<file path="src/rtl/icb_splt_2s_if.sv">
// ICB bus bundle (command + response channels) shared by the splitter's initiator and target sides.
interface icb_splt_2s_if #(
  parameter int AW = 32,
  parameter int DW = 32
);
  logic            cmd_valid;
  logic            cmd_ready;
  logic            cmd_read;
  logic [AW-1:0]   cmd_addr;
  logic [DW-1:0]   cmd_wdata;
  logic [DW/8-1:0] cmd_wmask;
  logic            rsp_valid;
  logic            rsp_ready;
  logic            rsp_err;
  logic [DW-1:0]   rsp_rdata;

  modport master (
    output cmd_valid, cmd_read, cmd_addr, cmd_wdata, cmd_wmask, rsp_ready,
    input  cmd_ready, rsp_valid, rsp_err, rsp_rdata
  );

  modport slave (
    input  cmd_valid, cmd_read, cmd_addr, cmd_wdata, cmd_wmask, rsp_ready,
    output cmd_ready, rsp_valid, rsp_err, rsp_rdata
  );
endinterface

</file>
<file path="src/rtl/icb_splt_2s.sv">
// ICB 1-to-2 address-decoding splitter with an in-order target-ID FIFO for responses.
// Optional feature macro: MYRISCV_ICB_SPLT_ERR_EN (unmapped addresses answered with an error locally).
module icb_splt_2s #(
  parameter int            AW      = 32,
  parameter int            DW      = 32,
  parameter int            FIFO_DP = 4,
  parameter logic [AW-1:0] R0_BASE = AW'(32'h8000_0000),
  parameter logic [AW-1:0] R0_MASK = AW'(32'hF000_0000),
  parameter logic [AW-1:0] R1_BASE = AW'(32'h1000_0000),
  parameter logic [AW-1:0] R1_MASK = AW'(32'hF000_0000)
) (
  input  logic        clk,
  input  logic        rst,
  icb_splt_2s_if.slave  i_icb,
  icb_splt_2s_if.master o0_icb,
  icb_splt_2s_if.master o1_icb
);

  typedef enum logic [1:0] {
    SEL_T0  = 2'd0,
    SEL_T1  = 2'd1,
    SEL_ERR = 2'd2
  } sel_t;

  localparam int PW = (FIFO_DP > 1) ? $clog2(FIFO_DP) : 1;
  localparam int CW = $clog2(FIFO_DP + 1);
  localparam logic [CW-1:0] CNT_FULL = CW'(FIFO_DP);
  localparam logic [PW-1:0] PTR_LAST = PW'(FIFO_DP - 1);

`ifdef MYRISCV_ICB_SPLT_ERR_EN
  localparam sel_t MISS_SEL = SEL_ERR;
`else
  localparam sel_t MISS_SEL = SEL_T1;
`endif

  sel_t          fifo_q [FIFO_DP];
  logic [PW-1:0] rd_ptr;
  logic [PW-1:0] wr_ptr;
  logic [CW-1:0] cnt;
  sel_t          last_sel;

  sel_t sel;
  sel_t head;
  logic hit0;
  logic hit1;
  logic busy;
  logic stall;
  logic tgt_ready;
  logic push;
  logic pop;

  function automatic logic [PW-1:0] ptr_inc(input logic [PW-1:0] p);
    return (p == PTR_LAST) ? '0 : p + 1'b1;
  endfunction

  // Region decode; an address outside R0 falls to target 1 unless the error path is built in.
  always_comb begin
    hit0 = (i_icb.cmd_addr & R0_MASK) == R0_BASE;
    hit1 = (i_icb.cmd_addr & R1_MASK) == R1_BASE;
    if (hit0)      sel = SEL_T0;
    else if (hit1) sel = SEL_T1;
    else           sel = MISS_SEL;
  end

  assign head  = fifo_q[rd_ptr];
  assign busy  = (cnt != '0);
  assign stall = (cnt == CNT_FULL) | (busy & (sel != last_sel));

  always_comb begin
    case (sel)
      SEL_T0:  tgt_ready = o0_icb.cmd_ready;
      SEL_T1:  tgt_ready = o1_icb.cmd_ready;
      default: tgt_ready = 1'b1;
    endcase
  end

  assign i_icb.cmd_ready  = !stall & tgt_ready;
  assign o0_icb.cmd_valid = i_icb.cmd_valid & (sel == SEL_T0) & !stall;
  assign o1_icb.cmd_valid = i_icb.cmd_valid & (sel == SEL_T1) & !stall;

  assign o0_icb.cmd_read  = i_icb.cmd_read;
  assign o0_icb.cmd_addr  = i_icb.cmd_addr;
  assign o0_icb.cmd_wdata = i_icb.cmd_wdata;
  assign o0_icb.cmd_wmask = i_icb.cmd_wmask;
  assign o1_icb.cmd_read  = i_icb.cmd_read;
  assign o1_icb.cmd_addr  = i_icb.cmd_addr;
  assign o1_icb.cmd_wdata = i_icb.cmd_wdata;
  assign o1_icb.cmd_wmask = i_icb.cmd_wmask;

  // Only the FIFO head target may talk back; everything else is held off.
  always_comb begin
    i_icb.rsp_valid  = 1'b0;
    i_icb.rsp_err    = 1'b0;
    i_icb.rsp_rdata  = '0;
    o0_icb.rsp_ready = 1'b0;
    o1_icb.rsp_ready = 1'b0;
    if (busy) begin
      case (head)
        SEL_T0: begin
          i_icb.rsp_valid  = o0_icb.rsp_valid;
          i_icb.rsp_err    = o0_icb.rsp_err;
          i_icb.rsp_rdata  = o0_icb.rsp_rdata;
          o0_icb.rsp_ready = i_icb.rsp_ready;
        end
        SEL_T1: begin
          i_icb.rsp_valid  = o1_icb.rsp_valid;
          i_icb.rsp_err    = o1_icb.rsp_err;
          i_icb.rsp_rdata  = o1_icb.rsp_rdata;
          o1_icb.rsp_ready = i_icb.rsp_ready;
        end
        default: begin
          i_icb.rsp_valid = 1'b1;
          i_icb.rsp_err   = 1'b1;
        end
      endcase
    end
  end

  assign push = i_icb.cmd_valid & i_icb.cmd_ready;
  assign pop  = i_icb.rsp_valid & i_icb.rsp_ready;

  always_ff @(posedge clk or negedge rst) begin
    if (!rst) begin
      cnt      <= '0;
      rd_ptr   <= '0;
      wr_ptr   <= '0;
      last_sel <= SEL_T0;
    end else begin
      if (push) begin
        wr_ptr   <= ptr_inc(wr_ptr);
        last_sel <= sel;
      end
      if (pop) rd_ptr <= ptr_inc(rd_ptr);
      if (push && !pop)      cnt <= cnt + 1'b1;
      else if (pop && !push) cnt <= cnt - 1'b1;
    end
  end

  // Entry storage needs no reset: cnt gates every read of it.
  always_ff @(posedge clk) begin
    if (push) fifo_q[wr_ptr] <= sel;
  end

endmodule

</file>
<file path="src/flat_wrapper.sv">
// flat-port wrapper written by rule: the top's interface ports become plain ports
module icb_splt_2s_flat 
#(
  parameter int            AW      = 32,
  parameter int            DW      = 32,
  parameter int            FIFO_DP = 4,
  parameter logic [AW-1:0] R0_BASE = AW'(32'h8000_0000),
  parameter logic [AW-1:0] R0_MASK = AW'(32'hF000_0000),
  parameter logic [AW-1:0] R1_BASE = AW'(32'h1000_0000),
  parameter logic [AW-1:0] R1_MASK = AW'(32'hF000_0000)
)
  (clk, rst, i_icb_cmd_valid, i_icb_cmd_read, i_icb_cmd_addr, i_icb_cmd_wdata, i_icb_cmd_wmask, i_icb_rsp_ready, i_icb_cmd_ready, i_icb_rsp_valid, i_icb_rsp_err, i_icb_rsp_rdata, o0_icb_cmd_valid, o0_icb_cmd_read, o0_icb_cmd_addr, o0_icb_cmd_wdata, o0_icb_cmd_wmask, o0_icb_rsp_ready, o0_icb_cmd_ready, o0_icb_rsp_valid, o0_icb_rsp_err, o0_icb_rsp_rdata, o1_icb_cmd_valid, o1_icb_cmd_read, o1_icb_cmd_addr, o1_icb_cmd_wdata, o1_icb_cmd_wmask, o1_icb_rsp_ready, o1_icb_cmd_ready, o1_icb_rsp_valid, o1_icb_rsp_err, o1_icb_rsp_rdata);
  icb_splt_2s_if #(.AW(AW), .DW(DW)) i_icb_i ();
  icb_splt_2s_if #(.AW(AW), .DW(DW)) o0_icb_i ();
  icb_splt_2s_if #(.AW(AW), .DW(DW)) o1_icb_i ();
  input  logic clk;
  input  logic rst;
  input wire logic [$bits(i_icb_i.cmd_valid)-1:0] i_icb_cmd_valid;
  input wire logic [$bits(i_icb_i.cmd_read)-1:0] i_icb_cmd_read;
  input wire logic [$bits(i_icb_i.cmd_addr)-1:0] i_icb_cmd_addr;
  input wire logic [$bits(i_icb_i.cmd_wdata)-1:0] i_icb_cmd_wdata;
  input wire logic [$bits(i_icb_i.cmd_wmask)-1:0] i_icb_cmd_wmask;
  input wire logic [$bits(i_icb_i.rsp_ready)-1:0] i_icb_rsp_ready;
  output wire logic [$bits(i_icb_i.cmd_ready)-1:0] i_icb_cmd_ready;
  output wire logic [$bits(i_icb_i.rsp_valid)-1:0] i_icb_rsp_valid;
  output wire logic [$bits(i_icb_i.rsp_err)-1:0] i_icb_rsp_err;
  output wire logic [$bits(i_icb_i.rsp_rdata)-1:0] i_icb_rsp_rdata;
  output wire logic [$bits(o0_icb_i.cmd_valid)-1:0] o0_icb_cmd_valid;
  output wire logic [$bits(o0_icb_i.cmd_read)-1:0] o0_icb_cmd_read;
  output wire logic [$bits(o0_icb_i.cmd_addr)-1:0] o0_icb_cmd_addr;
  output wire logic [$bits(o0_icb_i.cmd_wdata)-1:0] o0_icb_cmd_wdata;
  output wire logic [$bits(o0_icb_i.cmd_wmask)-1:0] o0_icb_cmd_wmask;
  output wire logic [$bits(o0_icb_i.rsp_ready)-1:0] o0_icb_rsp_ready;
  input wire logic [$bits(o0_icb_i.cmd_ready)-1:0] o0_icb_cmd_ready;
  input wire logic [$bits(o0_icb_i.rsp_valid)-1:0] o0_icb_rsp_valid;
  input wire logic [$bits(o0_icb_i.rsp_err)-1:0] o0_icb_rsp_err;
  input wire logic [$bits(o0_icb_i.rsp_rdata)-1:0] o0_icb_rsp_rdata;
  output wire logic [$bits(o1_icb_i.cmd_valid)-1:0] o1_icb_cmd_valid;
  output wire logic [$bits(o1_icb_i.cmd_read)-1:0] o1_icb_cmd_read;
  output wire logic [$bits(o1_icb_i.cmd_addr)-1:0] o1_icb_cmd_addr;
  output wire logic [$bits(o1_icb_i.cmd_wdata)-1:0] o1_icb_cmd_wdata;
  output wire logic [$bits(o1_icb_i.cmd_wmask)-1:0] o1_icb_cmd_wmask;
  output wire logic [$bits(o1_icb_i.rsp_ready)-1:0] o1_icb_rsp_ready;
  input wire logic [$bits(o1_icb_i.cmd_ready)-1:0] o1_icb_cmd_ready;
  input wire logic [$bits(o1_icb_i.rsp_valid)-1:0] o1_icb_rsp_valid;
  input wire logic [$bits(o1_icb_i.rsp_err)-1:0] o1_icb_rsp_err;
  input wire logic [$bits(o1_icb_i.rsp_rdata)-1:0] o1_icb_rsp_rdata;
  assign i_icb_i.cmd_valid = i_icb_cmd_valid;
  assign i_icb_i.cmd_read = i_icb_cmd_read;
  assign i_icb_i.cmd_addr = i_icb_cmd_addr;
  assign i_icb_i.cmd_wdata = i_icb_cmd_wdata;
  assign i_icb_i.cmd_wmask = i_icb_cmd_wmask;
  assign i_icb_i.rsp_ready = i_icb_rsp_ready;
  assign i_icb_cmd_ready = i_icb_i.cmd_ready;
  assign i_icb_rsp_valid = i_icb_i.rsp_valid;
  assign i_icb_rsp_err = i_icb_i.rsp_err;
  assign i_icb_rsp_rdata = i_icb_i.rsp_rdata;
  assign o0_icb_cmd_valid = o0_icb_i.cmd_valid;
  assign o0_icb_cmd_read = o0_icb_i.cmd_read;
  assign o0_icb_cmd_addr = o0_icb_i.cmd_addr;
  assign o0_icb_cmd_wdata = o0_icb_i.cmd_wdata;
  assign o0_icb_cmd_wmask = o0_icb_i.cmd_wmask;
  assign o0_icb_rsp_ready = o0_icb_i.rsp_ready;
  assign o0_icb_i.cmd_ready = o0_icb_cmd_ready;
  assign o0_icb_i.rsp_valid = o0_icb_rsp_valid;
  assign o0_icb_i.rsp_err = o0_icb_rsp_err;
  assign o0_icb_i.rsp_rdata = o0_icb_rsp_rdata;
  assign o1_icb_cmd_valid = o1_icb_i.cmd_valid;
  assign o1_icb_cmd_read = o1_icb_i.cmd_read;
  assign o1_icb_cmd_addr = o1_icb_i.cmd_addr;
  assign o1_icb_cmd_wdata = o1_icb_i.cmd_wdata;
  assign o1_icb_cmd_wmask = o1_icb_i.cmd_wmask;
  assign o1_icb_rsp_ready = o1_icb_i.rsp_ready;
  assign o1_icb_i.cmd_ready = o1_icb_cmd_ready;
  assign o1_icb_i.rsp_valid = o1_icb_rsp_valid;
  assign o1_icb_i.rsp_err = o1_icb_rsp_err;
  assign o1_icb_i.rsp_rdata = o1_icb_rsp_rdata;
  icb_splt_2s #(.AW(AW), .DW(DW), .FIFO_DP(FIFO_DP), .R0_BASE(R0_BASE), .R0_MASK(R0_MASK), .R1_BASE(R1_BASE), .R1_MASK(R1_MASK)) u_core (.clk(clk), .rst(rst), .i_icb(i_icb_i), .o0_icb(o0_icb_i), .o1_icb(o1_icb_i));
endmodule
</file>
<file path="config.mk">
export PLATFORM = sky130hd
export DESIGN_NAME = icb_splt_2s_flat
export DESIGN_NICKNAME = d
export VERILOG_FILES = /design/src/rtl/icb_splt_2s_if.sv /design/src/rtl/icb_splt_2s.sv /design/src/flat_wrapper.sv
export SDC_FILE = /design/constraint.sdc
export NUM_CORES = 1
export LEC_CHECK = 0
export BUFFER_PORTS_ARGS = -buffer_cell sky130_fd_sc_hd__buf_2
export CAP_MARGIN = 10
export CELL_PAD_IN_SITES_DETAIL_PLACEMENT = 1
export CELL_PAD_IN_SITES_GLOBAL_PLACEMENT = 1
export CORE_MARGIN = 10
export CORE_UTILIZATION = 19
export DETAILED_ROUTE_END_ITERATION = 12
export MAX_ROUTING_LAYER = met4
export PLACE_DENSITY_LB_ADDON = 0.15
export SYNTH_ARGS = -nofsm -noshare
export SYNTH_HDL_FRONTEND = slang
export SYNTH_SLANG_ARGS = --single-unit
</file>
<file path="constraint.sdc">
create_clock -name clk -period 3.3 [get_ports clk]
set_input_delay 0.66 -clock clk [delete_from_list [all_inputs] [get_ports clk]]
set_output_delay 0.66 -clock clk [all_outputs]
set_load 0.01 [all_outputs]
</file>
==> results of run 1 <==
[routing by layer]
| layer | global-route usage |
|---|---|
| met3 | 0.0439 |
| met4 | 0.0308 |
| met1 | 0.0742 |
| met2 | 0.132 |
| met5 | - |
[cells by family after synthesis]
group | Yosys count | synth area share
AO/OA/AOI/OAI | 5 | 0.0185
XOR/XNOR | 3 | 0.0117
adder cells (fa/ha/maj) | 7 | 0.0425
buffers and inverters | 151 | 0.490
flip-flops | 12 | 0.143
multiplexers | 40 | 0.187
AND/OR/NAND/NOR | 53 | 0.107
[metrics by stage]
| stage | std cells | hold slack (ns) | cell area [um2] |
|---|---|---|---|
| floorplan | 271 | 0.364 | 2240 |
| global placement | 396 | 0.520 | 1990 |
| detailed placement | 396 | 0.521 | 1990 |
| CTS | 400 | 0.271 | 2070 |
| global route | 400 | 0.272 | 2070 |
[Yosys cell counts]
library cell and instances:
a21boi_2 1, and2_1 4, and4_1 1, buf_2 3, buf_4 138, buf_6 1
clkbuf_1 3, dfrtp_1 8, edfxtp_1 4, fa_1 1, ha_1 6, inv_1 6
mux2_1 2, mux2_2 3, mux2i_1 34, mux4_2 1, nand2_1 2, nand2b_1 1
nand4_1 1, nor2_1 40, nor2b_1 1, nor3_1 1, nor4b_2 1, o2111a_1 1
o2111ai_1 1, o21ai_0 1, o21ai_1 1, or3b_1 1, xnor2_1 1, xor2_1 2
==> metrics.md, run 1 <==
| Metric | Value |
|---|---|
| Width of the die | between 100 and 150 um |
| Rows | 39 |
| Initial core utilization | 0.195 |
| Largest net degree at the start of global routing | 36 |
| Setup Fix Bufs, Post-CTS | 0 |
| Top Ports | 320 |
| # resized after CTS | 0 |
| IO Port Bufs | roughly 120 |
| Synthesized area per cell | a little over 8 um2 |
| Post-synthesis register bit count | 12 |
| Post-Syn Nets | 421 |
| Num CTS Buffers | 3 |
| Status | aborted with a tool error |
| Total GRT Usage | 0.0788 |
| Sink Count | 12 |
| CTS root buf | clkbuf_16 |
| Dpl ws | between 0.6 and 0.7 ns |
| Netlist cell types | 30 |
| Die height | about 130 um |
| Stopped at | detailed routing (5_2_route) |
| Post-synth top area cell | buf_4 |
| Yosys warns | 0 |
| Hpwl dp | 6070 um |
| Clock buffer depth | 2 |
| First-pass GRT wire length | approximately 10,000 um |
| CTS Hold Bufs | 0 |
| Syn Std Cell Area | between 0.002 and 0.0025 mm2 |
| Cell count after synthesis | ~270 |
| Ranking of synthesized cells by area | buf_4 (46%), mux2i_1 (15%), dfrtp_1 (8.9%), nor2_1 (6.7%), edfxtp_1 (5.4%) |
| Vias in the first global route | approximately 1,700 |
| H-tree depth | 1 |
| Final GP Congestion | 0.678 |
| Post-synth top area share | 0.463 |
| Initial antenna violation count | 0 |
| Sequential share of the synthesized area | 0.143 |
| Grt ovf | 0 |
| Log Error | [ERROR DRT-0255] Maze Route cannot find path of net i_icb_cmd_wdata[1] in worker of routeBox ( 96600 0 ) ( 128510 48300 ). |
==> run 2, diff against run 1 <==
- CELL_PAD_IN_SITES_DETAIL_PLACEMENT: 1 -> unset
- CELL_PAD_IN_SITES_GLOBAL_PLACEMENT: 1 -> unset
- CORE_AREA: unset -> 10 10 116 118
- CORE_MARGIN: 10 -> unset
- CORE_UTILIZATION: 19 -> unset
- DIE_AREA: unset -> 0 0 126 128
- MAX_ROUTING_LAYER: met4 -> unset
==> run 2 against run 1 <==
The run now ends clean. Synthesized cell count is the same. Global-route usage shrank 0.14 points. Area after synthesis is the same.
==> metrics.md, run 2 <==
| Metric | Value |
|---|---|
| Final GP Congestion | about 0.70 |
| Netlist cell types | 30 |
| H-tree depth | 1 |
| Largest net degree at the start of global routing | 36 |
| Commonest non-fill, non-tap cell in the layout | buf_2 |
| Die area | between 0.015 and 0.02 mm2 |
| Critical path type | reg2out |
| # setup viols final | 0 |
| Synthesized area per cell | between 8 and 9 um2 |
| Clk_lat worst skew | 0.24 ns |
| Total GRT Usage | 0.0775 |
| Ys async rst share | 0.667 |
| TritonRoute pass-1 iters | 4 |
| 1st-iter DRT viols | 26 |
| Reg with most FFs | u_core.fifo_q |
| Clock buffer depth | 2 |
| Share of layout cells above drive strength 1 | 0.531 |
| Pwr Total | approximately 1.6 mW |
| Cell family with most CP delay | multiplexers |
| FF-to-FF Start | u_core.rd_ptr[0] |
| Hpwl dp | between 5000 and 6000 um |
| Peak Freq | about 360 MHz |
| Yosys warns | 0 |
| Biggest regs | u_core.fifo_q: 4 flops, u_core.cnt: 3 flops |
| Post-synth top area share | 0.463 |
| Slew Viols, Final | 0 |
| Sink Count | 12 |
| WP data arrival | ~2.1 ns |
| PwrDens | slightly below 800 mW/mm2 |
| Most frequent cells in the layout | buf_2 (124), nor2_1 (40), mux2i_1 (34) |
| CP Buf/Inv Count | 2 |
| Setup TNS Final | 0 ns |
| Grt ovf | 0 |
| Status | finished clean |
| Final Util | 0.184 |
| Min Clock Period, post-route | around 2.8 ns |
| Initial core utilization | 0.199 |
| Cell count after synthesis | 271 |
| CTS Hold Bufs | 0 |
| Most instantiated cells after synthesis | buf_4 (138), nor2_1 (40), mux2i_1 (34) |
| Crit path launch | u_core.rd_ptr[0] |
| Max reg flops | 4 |
| Post-Syn Nets | around 420 |
| Critical path peak fanout | 35 |
| First-pass GRT wire length | approximately 10,000 um |
| CP startpoint kind | flop |
| Post-synth top area cell | buf_4 |
| Worst path cell trace | mux4_2 -> buf_4 -> mux2i_1 -> nor2_1 -> buf_2 |
| CTS root buf | clkbuf_16 |
| Count leader, synth | buf_4 |
| Max cap viols | 0 |
| CP max-delay cell | buf_4 |
| Setup Fix Bufs, Post-CTS | 0 |
| Vias in the first global route | 1,694 |
| RSZ-0062 raised after global routing | no |
| DR vias | approximately 1,500 |
| Top FF cell, synth | dfrtp_1 |
| Top Ports | 320 |
| Num CTS Buffers | 3 |
| Die height | about 130 um |
| Routed WL | approximately 7000 um |
| Crit path required time | 2.64 ns |
| Width of the die | about 130 um |
| Area Growth Syn to Fin | -7.83% |
| Post-layout nets | between 400 and 500 |
| Worst-path clk slew | around 0.04 ns |
| LEAKAGE | 1.14 nW |
| Antenna viol nets, final | 0 |
| Fin crit share | 0.848 |
| Post-synthesis register bit count | 12 |
| WL per Instance | around 17 um |
| Syn Std Cell Area | 0.00224 mm2 |
| Worst VDD drop | between 0.0003 and 0.0004 V |
| CP Capture Type | output pin |
| IO Port Bufs | between 100 and 150 |
| EDFF count, synth | 4 |
| Clk_skew | ~0.0034 ns |
| Drt drc | 0 |
| # resized after CTS | 0 |
| Worst min-delay path class | in2async |
| Core ar. | 0.0112 mm2 |
| TritonCTS clock tree | yes |
| Final hold viol count | 0 |
| Initial antenna violation count | 0 |
| Number of diodes | 0 |
| Worst-Margin Slew | 0.608 ns |
| Vias per Instance | approximately 3.7 |
| Final hold slack | 0.273 ns |
| Worst slew margin | 0.595 |
| Sequential share of the synthesized area | 0.143 |
| Rows | 39 |
| Fill count | between 1,000 and 1,500 |
| Worst path max stage delay | 0.50 ns |
| Ranking of synthesized cells by area | buf_4 (46%), mux2i_1 (15%), dfrtp_1 (8.9%), nor2_1 (6.7%), edfxtp_1 (5.4%) |
==> run 2: cell counts after synthesis <==
No cell type changed its count.
==> run 2: stage by stage <==
stage / setup slack [ns] / cell area [um2] / std cells
finish: 0.501 / 2060 / 399
floorplan: 0.808 / 2240 / 271
global route: 0.390 / 2060 / 399
global placement: 0.396 / 1980 / 395
CTS: 0.481 / 2060 / 399
detailed placement: 0.380 / 1980 / 395
==> run 2: final timing paths <==
kind	to	slack, ns	cells past startpoint
worst max-delay path	i_icb_rsp_rdata[27]	0.50	5
worst min-delay path	u_core.last_sel[0]	0.27	1
worst max register to register	u_core.cnt[1]	0.74	8
worst min register to register	u_core.cnt[2]	0.52	1
max in group asynchronous	u_core.cnt[1]	2.83	1
min in group clk	u_core.cnt[2]	0.52	1
==> run 2: cells by family (layout without fill, tap and decap cells) <==
group | count (synthesis) | after routing | share of synthesized area
simple gates | 53 | 53 | 0.107
fa+ha+maj | 7 | 7 | 0.0425
mux | 40 | 40 | 0.187
xor+xnor | 3 | 3 | 0.0117
buf+inv | 151 | 136 | 0.490
flops | 12 | 12 | 0.143
compound gates | 5 | 5 | 0.0185
==> run 2: where the power goes <==
group | leakage [nW] | switching, mW | internal [mW]
combinational | 0.977 | 0.601 | 0.493
sequential | 0.127 | 0.0694 | 0.212
clock | 0.0382 | 0.0605 | 0.162
total | 1.14 | 0.731 | 0.868
==> run 2: final cells by class <==
class | instances | area [um2] | share of cell area
inverters | 6 | 22.5 | 0.0109
repair buffers | 126 | 636 | 0.308
multi-input cells | 108 | 826 | 0.400
flip-flops and latches | 12 | 320 | 0.155
clock buffers | 4 | 78.8 | 0.0382
well taps | 143 | 179 | 0.0868
==> run 2: metal layers <==
layer  part of all wire  GRT usage
met1               0.33     0.0740
met2               0.46      0.122
met3               0.15     0.0496
met4              0.061     0.0516
met5                  0          0
(Power assumes the default switching activity.)
==> run 3, diff against run 2 <==
- clock period: 3.3 -> 2.86 ns (I/O delays scaled with it)
==> run 3 against run 2 <==
Total power up 15%. Sequential power up 15%. Worst setup slack worse by 0.16 ns. Hold slack worse by 0.086 ns. Clock-buffer cell count down 1. Via count up 0.75%. Clock power up 12%. Wire length down 0.58%. Final cell count up 0.50%. Non-clock buffer count up 2.
==> metrics.md, run 3 (same netlist as run 2, synthesis figures left out) <==
| Metric | Value |
|---|---|
| Flop2flop setup slack | ~0.38 ns |
| Worst R2R Path Depth | 8 |
| Cell total after placement | a little under 400 |
| TritonCTS clock tree | yes |
| WP data arrival | 1.94 ns |
| DR vias | about 1,500 |
| Max reg flops | 4 |
| WL per Instance | roughly 17 um |
| CTS root buf | clkbuf_16 |
| Vias in the first global route | around 1,700 |
| Worst VDD drop | roughly 0.00030 V |
| 1st-iter DRT viols | 27 |
| Number of diodes | 0 |
| CP Capture Type | output pin |
| Comb power frac | 0.690 |
| Width of the die | approximately 130 um |
| Drt drc | 0 |
| Critical path peak fanout | 22 |
| IO Port Bufs | around 120 |
| Largest net degree at the start of global routing | 35 |
| NetSw | 0.837 mW |
| Clk_skew | 0.00262 ns |
| Rows | 39 |
| Final hold viol count | 0 |
| CP startpoint kind | flop |
| Placed Instance Area | around 0.002 mm2 |
| FF-to-FF End | u_core.cnt[1] |
| Die height | approximately 130 um |
| Area Growth Syn to Fin | -7.16% |
| Worst slew margin | 0.726 |
| # resized after CTS | 0 |
| Reg with most FFs | u_core.fifo_q |
| Setup TNS Final | 0 ns |
| Seq pwr share | 0.175 |
| Post-layout nets | ~410 |
| Worst path cell trace | mux4_2 -> buf_4 -> mux2i_1 -> nor2_1 -> buf_2 |
| TritonRoute pass-1 iters | 4 |
| Dpl ws | 0.241 ns |
| Int Power | about 1 mW |
| Final GP Congestion | 0.713 |
| Num CTS Buffers | 3 |
| # setup viols final | 0 |
| Worst-Margin Slew | just over 0.4 ns |
| Antenna viol nets, final | 0 |
| Initial antenna violation count | 1 |
| Critical path type | reg2out |
| Biggest regs | u_core.fifo_q: 4 flops, u_core.cnt: 3 flops |
| CP max-delay cell | mux4_2 |
| Die area | about 0.016 mm2 |
| Commonest non-fill, non-tap cell in the layout | buf_2 |
| Routed WL | just under 7000 um |
| Worst-path clk slew | ~0.040 ns |
| Core ar. | around 0.011 mm2 |
| Status | finished clean |
| Clk network pwr share | 0.135 |
| Initial core utilization | 0.199 |
| Peak Freq | between 300 and 400 MHz |
| Worst setup margin | 0.345 ns |
| Post-Layout Cell Count | 401 |
| Clock buffer depth | 2 |
| Grt ovf | 0 |
| Top Ports | 320 |
| Pwr Total | about 1.8 mW |
| Clk_lat worst skew | 0.23 ns |
| Slew Viols, Final | 0 |
| Sw Ratio | 0.453 |
| RSZ-0062 raised after global routing | no |
| Final instance area | roughly 0.0021 mm2 |
| Worst min-delay path class | in2async |
| Fin crit share | 0.880 |
| Vias per Instance | 3.70 |
| Max cap viols | 0 |
| Hpwl dp | 5990 um |
| Sink Count | 12 |
| Setup Fix Bufs, Post-CTS | 0 |
| Worst path max stage delay | around 0.57 ns |
| Total GRT Usage | 0.0763 |
| Most frequent cells in the layout | buf_2 (124), nor2_1 (40), mux2i_1 (34) |
| LEAKAGE | ~1.2 nW |
| Crit path required time | between 2 and 2.5 ns |
| Share of layout cells above drive strength 1 | 0.535 |
| H-tree depth | 1 |
| Min Clock Period, post-route | ~2.5 ns |
| First-pass GRT wire length | ~10000 um |
| FF-to-FF Start | u_core.rd_ptr[0] |
| CTS Hold Bufs | 0 |
| PwrDens | ~900 mW/mm2 |
==> run 3: cell count changes in the layout (fill, tap and decap cells not counted), sizes merged <==
cell / delta
buf: +2
clkbuf: -1
clkinv: +1
==> run 3: cell type report <==
type                            count  area, um2
Fill cell                        1287       9150
Multi-Input combinational cell    108        826
Timing Repair Buffer              128        651
Sequential cell                    12        320
Tap cell                          143        179
Clock buffer                        3       75.1
Inverter                            6       22.5
Clock inverter                      1       3.75
==> run 3: how the worst max path moves through the flow <==
stage	start	end	slack (ns)
6_report	u_core.rd_ptr[0]	i_icb_rsp_rdata[27]	0.34
5_1_grt	u_core.rd_ptr[0]	i_icb_rsp_rdata[27]	0.23
4_1_cts	u_core.rd_ptr[0]	i_icb_rsp_rdata[27]	0.30
3_5_place_dp	i_icb_cmd_addr[29]	u_core.cnt[1]	0.24
3_3_place_gp	i_icb_cmd_addr[29]	u_core.cnt[2]	0.29
2_1_floorplan	u_core.rd_ptr[0]	u_core.cnt[1]	0.43
==> run 3: through the flow <==
step	util	hold slack (ns)
floorplan	-	0.276
global placement	0.178	0.447
detailed placement	0.178	0.445
CTS	0.185	0.197
global route	0.185	0.199
finish	0.185	0.187
==> run 3: worst max-delay path: cells and delay by family (launching register included) <==
family | cells | cell delay [ns]
mux | 2 | 0.83
buf+inv | 2 | 0.43
flops | 1 | 0.40
simple gates | 1 | 0.06
==> run 3: power groups by stage <==
stage	combinational, mW	clock, mW	sequential, mW
global placement	1.32	0	0.332
detailed placement	1.32	0	0.326
finish	1.27	0.249	0.324
global route	1.42	0.269	0.340
floorplan	1.04	0	0.303
CTS	1.32	0.256	0.327
==> run 3: metal layers <==
metal	routed length [um]	GRT usage
met1	2110	0.0707
met2	3280	0.123
met3	1040	0.0480
met4	420	0.0516
met5	20	0
